### src/rtl/m_memarb.sv
`default_nettype none
// ============================================================================
// Module   : m_memarb
// Purpose  : Single-port memory arbiter for the unified-memory pipeline.
//            Shares one registered-read memory between the IF-stage
//            instruction port and the MEM-stage data port. Grants are
//            combinational; read data returns one cycle after the grant as a
//            one-cycle valid pulse and is held afterwards for stalled stages.
// Revision : 1.0  initial release
// ----------------------------------------------------------------------------
// Build option:
//   MEMARB_RR_EN  defined   -> conflicts are resolved round-robin (r_last)
//                 undefined -> data port wins conflicts, except that the
//                              instruction port wins once it has lost
//                              STARVE_MAX consecutive conflicts
// ----------------------------------------------------------------------------
// Parameters:
//   ADDR_W      word-address width of the shared memory
//   STARVE_MAX  consecutive lost conflicts before the instruction port wins
// Ports:
//   w_clk, w_rst                   clock, synchronous active-high reset
//   w_i_req/w_i_addr               instruction read request / address
//   w_i_gnt                        instruction request accepted this cycle
//   r_i_rvalid/w_i_rdata           instruction read data valid / data
//   w_d_req/w_d_we/w_d_addr        data request / write flag / address
//   w_d_wdata                      store data
//   w_d_gnt                        data request accepted this cycle
//   r_d_rvalid/w_d_rdata           data read data valid / data
//   w_m_addr/w_m_we/w_m_din        memory address / write enable / data in
//   w_m_dout                       memory registered read data
//   r_conf                         saturating count of conflict cycles
// ============================================================================
module m_memarb #(
  parameter int ADDR_W     = 12,
  parameter int STARVE_MAX = 3
) (
  input  logic              w_clk,
  input  logic              w_rst,
  // instruction port
  input  logic              w_i_req,
  input  logic [ADDR_W-1:0] w_i_addr,
  output logic              w_i_gnt,
  output logic              r_i_rvalid,
  output logic [31:0]       w_i_rdata,
  // data port
  input  logic              w_d_req,
  input  logic              w_d_we,
  input  logic [ADDR_W-1:0] w_d_addr,
  input  logic [31:0]       w_d_wdata,
  output logic              w_d_gnt,
  output logic              r_d_rvalid,
  output logic [31:0]       w_d_rdata,
  // memory side
  output logic [ADDR_W-1:0] w_m_addr,
  output logic              w_m_we,
  output logic [31:0]       w_m_din,
  input  logic [31:0]       w_m_dout,
  // statistics
  output logic [15:0]       r_conf
);

  logic        w_conflict;
  logic        w_i_win;      // instruction port wins a conflict this cycle
  logic [31:0] r_i_hold;
  logic [31:0] r_d_hold;
  logic [3:0]  r_starve;

  assign w_conflict = w_i_req & w_d_req;

`ifdef MEMARB_RR_EN
  // r_last = 1 when the data port won the most recent conflict, so the
  // instruction port is next in line. Reset value 0 makes data preferred.
  logic r_last;

  assign w_i_win = r_last;

  always_ff @(posedge w_clk) begin
    if (w_rst) begin
      r_last <= 1'b0;
    end else if (w_conflict) begin
      r_last <= w_d_gnt;
    end
  end

  // Starvation tracking is not used by the round-robin policy.
  always_ff @(posedge w_clk) begin
    r_starve <= 4'd0;
  end
`else
  localparam logic [3:0] c_STARVE_MAX = 4'(STARVE_MAX);

  assign w_i_win = (r_starve == c_STARVE_MAX);

  // Counts consecutive conflicts the instruction port has lost. Any cycle in
  // which it is granted, or is not requesting, restarts the count.
  always_ff @(posedge w_clk) begin
    if (w_rst) begin
      r_starve <= 4'd0;
    end else if (!w_i_req || w_i_gnt) begin
      r_starve <= 4'd0;
    end else if (w_conflict && (r_starve != c_STARVE_MAX)) begin
      r_starve <= r_starve + 4'd1;
    end
  end
`endif

  // --------------------------------------------------------------------------
  // Grants: nothing is granted while reset is held.
  // --------------------------------------------------------------------------
  assign w_i_gnt = ~w_rst & w_i_req & (~w_d_req |  w_i_win);
  assign w_d_gnt = ~w_rst & w_d_req & (~w_i_req | ~w_i_win);

  // --------------------------------------------------------------------------
  // Memory mux: the instruction address is the idle default so that the
  // address path only switches when the data port actually owns the memory.
  // --------------------------------------------------------------------------
  assign w_m_addr = w_d_gnt ? w_d_addr : w_i_addr;
  assign w_m_we   = w_d_gnt & w_d_we;
  assign w_m_din  = w_d_wdata;

  // --------------------------------------------------------------------------
  // Read tracking: the pend flags double as the rvalid outputs since the
  // memory returns data exactly one cycle after the granted address.
  // --------------------------------------------------------------------------
  always_ff @(posedge w_clk) begin
    if (w_rst) begin
      r_i_rvalid <= 1'b0;
      r_d_rvalid <= 1'b0;
    end else begin
      r_i_rvalid <= w_i_gnt;
      r_d_rvalid <= w_d_gnt & ~w_d_we;
    end
  end

  // Hold registers capture the returned word so that a stalled stage keeps
  // seeing it after the memory output moves on to another access.
  always_ff @(posedge w_clk) begin
    if (w_rst) begin
      r_i_hold <= 32'd0;
      r_d_hold <= 32'd0;
    end else begin
      if (r_i_rvalid) begin
        r_i_hold <= w_m_dout;
      end
      if (r_d_rvalid) begin
        r_d_hold <= w_m_dout;
      end
    end
  end

  assign w_i_rdata = r_i_rvalid ? w_m_dout : r_i_hold;
  assign w_d_rdata = r_d_rvalid ? w_m_dout : r_d_hold;

  // --------------------------------------------------------------------------
  // Conflict counter, saturating.
  // --------------------------------------------------------------------------
  always_ff @(posedge w_clk) begin
    if (w_rst) begin
      r_conf <= 16'd0;
    end else if (w_conflict && (r_conf != 16'hFFFF)) begin
      r_conf <= r_conf + 16'd1;
    end
  end

endmodule
`default_nettype wire

### config.mk
export PLATFORM = sky130hd
export DESIGN_NAME = m_memarb
export DESIGN_NICKNAME = d
export VERILOG_FILES = /design/src/rtl/m_memarb.sv
export SDC_FILE = /design/constraint.sdc
export NUM_CORES = 1
export LEC_CHECK = 0
export CAP_MARGIN = 20
export CORE_UTILIZATION = 35
export DETAILED_ROUTE_END_ITERATION = 8
export GPL_TIMING_DRIVEN = 0
export PLACE_DENSITY_LB_ADDON = 0.3
export SYNTH_ARGS = -nofsm -noshare
export SYNTH_HDL_FRONTEND = slang
export SYNTH_SLANG_ARGS = --single-unit
### constraint.sdc
create_clock -name w_clk -period 1.8 [get_ports w_clk]
set_clock_uncertainty 0.15 [all_clocks]
set_input_delay 0.27 -clock w_clk [delete_from_list [all_inputs] [get_ports w_clk]]
set_output_delay 0.27 -clock w_clk [all_outputs]
set_load 0.005 [all_outputs]
==> impl_metrics.ini <==
[worst_setup_path]
critical_path_class = flip-flop to output port
rrSetupSlack_ns = -0.09
crit_path_start_kind = flip-flop
cp.required_ns = 1.38
path_buf_inv = 3
critPathSlowestCell = dfxtp_2
crit_chain = ha_4, nor3b_4, a21oi_4, buf_4, buf_6, mux2_2, buf_2
slowest_delay_ns = 0.34
end_kind = output port
path_delay_family = buffers and inverters
crit_arrival_ns = 1.89
worstPathMaxFanout = 3

[yosys]
ys_ff_latch = 86
yosysWarnings = 0
synth_top_area_cell = dfxtp_1
ys_top_cells_by_area = dfxtp_1 44%, mux2_2 22%, nor2b_1 11%
ys.flop_type = dfxtp_1
synthCells = 377
async_flop_share = 0
yosysSeqAreaShare = 0.437
synthDominantCellAreaShare = 0.437
synth_area_per_cell_um2 = 10.4
synth_edf_count = 0
synth_cell_types = 39
synth_area_mm2 = 0.00394
synthesis.nets = 472

[final_layout]
diodes = 0
final_cell_mix = 106 x clkdlybuf4s50_1, 103 x buf_6, 72 x mux2_4, 69 x nor2b_1, 66 x dfxtp_1
final_cells = 800
syn_to_final_growth_pct = 98.1
nets = 750
layout-drive-gt1-share = 0.523
layout_commonest_cell = clkdlybuf4s50_1

[die]
initial_core_util = 0.362
dieWidth_um = 108
die_y_um = 108
die_area_mm2 = 0.0117
rows = 38
fp.coreArea_mm2 = 0.0109
io_pins = 222

[outcome]
status = finished with violations
violations = setup timing

[place]
hpwlAfterDp_mm = 7.62
gp_congestion = 0.811
port_buffers = 188
dp_cells = 705

[drt]
ant_nets = 0
drc_errors = 0
drt-vias-per-instance = 4.68
wl_per_cell_um = 16.0
dr_total_vias = 3747
dr.pass1.iters = 4
wirelength_mm = 12.8
drt_iter0_markers = 89

[global_routing]
grt_pass1_vias = 3692
antenna_found_initial = 0
grt_util_all_layers = 0.212
grt_pass1_wl_mm = 19.1
gr-total-overflow = 0
grt_max_degree = 14

[power]
p_total_mw = 4.44
max-vdd-ir-drop_mv = 0.384
leakagePower_nw = 3.31
power_density_mw_per_mm2 = 569

[timing]
period_share = 1.28
holdWs_ns = 0.137
drv_slew = 0
finalSetupTns_ns = -17.12
max_freq_ghz = 0.434
setup_slack_ns = -0.506
period_needed_ns = 2.31
finalHoldViolations = 0
setup_viol = 84
worst_pin_slew_ns = 0.650
slew_headroom = 0.566
rsz0062_at_grt = yes

[cts]
htreeDepth = 3
ctsRootBufferMaster = clkbuf_8
path_clk_slew_ns = 0.09
cts_sinks = 86
cts_buffers = 9
cts_tree = yes
clk_path_buf_depth = 2
ctsHoldBuffers = 0
insertion_delay_ns = 0.36

[worst_hold_path]
holdCritPathClass = primary input to flip-flop

[job]
maxCapViolCount = 0
[registers in the layout (all words and copies together) (netlist names)]
name and cells:
r_d_rvalid 1, r_starve 4, r_i_hold 32, r_conf 16
r_i_rvalid 1, r_d_hold 32
[timing repair]
action | in CTS | in global routing
buffers inserted | 58 | 30
gates cloned | 7 | 0
endpoints found under the setup margin | 154 | 95
hold endpoints to repair | 0 | 0
pin swaps | 8 | 10
gates resized for setup | 537 | 73
[final cells by class]
type | instances | area, um^2
fill | 797 | 3090
multi-input combinational | 238 | 2350
inverter | 1 | 3.75
clock inverter | 3 | 42.5
clock buffer | 13 | 159
buffer | 48 | 377
timing repair buffer | 271 | 2920
tap | 140 | 175
sequential | 86 | 1770
[power by group]
part	internal [mW]	leakage [nW]	switching, mW
Sequential	1.95	0.710	0.0208
Combinational	0.738	2.50	0.331
Clock	0.717	0.0996	0.685
[layer usage]
metal | global-route usage | vias to the layer above | routed length, um
met1 | 0.249 | 1783 | 5290
met5 | 0 | - | 0
met2 | 0.386 | 138 | 6590
met4 | 0.0509 | 0 | 119
met3 | 0.0476 | 9 | 776
li1 | - | 1817 | -
[synthesized netlist by cell type, drive strengths merged (3+ instances only)]
| cell | n |
|---|---|
| a21oi | 13 |
| buf | 41 |
| clkbuf | 11 |
| dfxtp | 86 |
| mux2 | 80 |
| nand2 | 10 |
| nand2b | 3 |
| nand3 | 6 |
| nand4 | 4 |
| nor2 | 9 |
| nor2b | 70 |
| nor3b | 3 |
| nor4 | 4 |
| o21ai | 5 |
| o31ai | 4 |
| or3 | 6 |
| or4 | 4 |
[path summary, 6_finish.rpt]
kind / endpoint / startpoint / cells after the start
worst max-delay path: w_m_addr[0] / r_starve[0]$_SDFFE_PP0P_ / 7
worst min-delay path: r_i_rvalid$_SDFF_PP0_ / w_i_req / 2
worst max register to register: r_conf[13]$_SDFFE_PP0P_ / r_conf[0]$_SDFFE_PP0P_ / 6
worst min register to register: r_conf[4]$_SDFFE_PP0P_ / r_conf[4]$_SDFFE_PP0P_ / 2
[per-stage QoR]
stage	utilization	area, um^2	setup slack, ns
finish	0.716	7800	-0.506
detailed placement	0.556	6060	-0.895
global placement	0.556	6060	-0.874
global route	0.716	7800	-0.567
CTS	0.697	7590	-0.616
floorplan	-	4000	0.00759
[cell families (layout without fill, tap and decap cells)]
family / Yosys count / after routing / synth area share
fa+ha+maj: 2 / 2 / 0.00635
compound gates: 26 / 26 / 0.0432
flops: 86 / 86 / 0.437
mux: 82 / 82 / 0.234
buf+inv: 53 / 336 / 0.0820
simple gates: 127 / 127 / 0.195
xor+xnor: 1 / 1 / 0.00222
[worst register-to-register path: stages, from the launching register on]
cell and delay (ns):
dfxtp_4 0.37, buf_4 0.12, buf_12 0.09, and4_2 0.27, nand3_4 0.14, nor4_2 0.29, mux2_1 0.35
(Power assumes the default switching activity.)
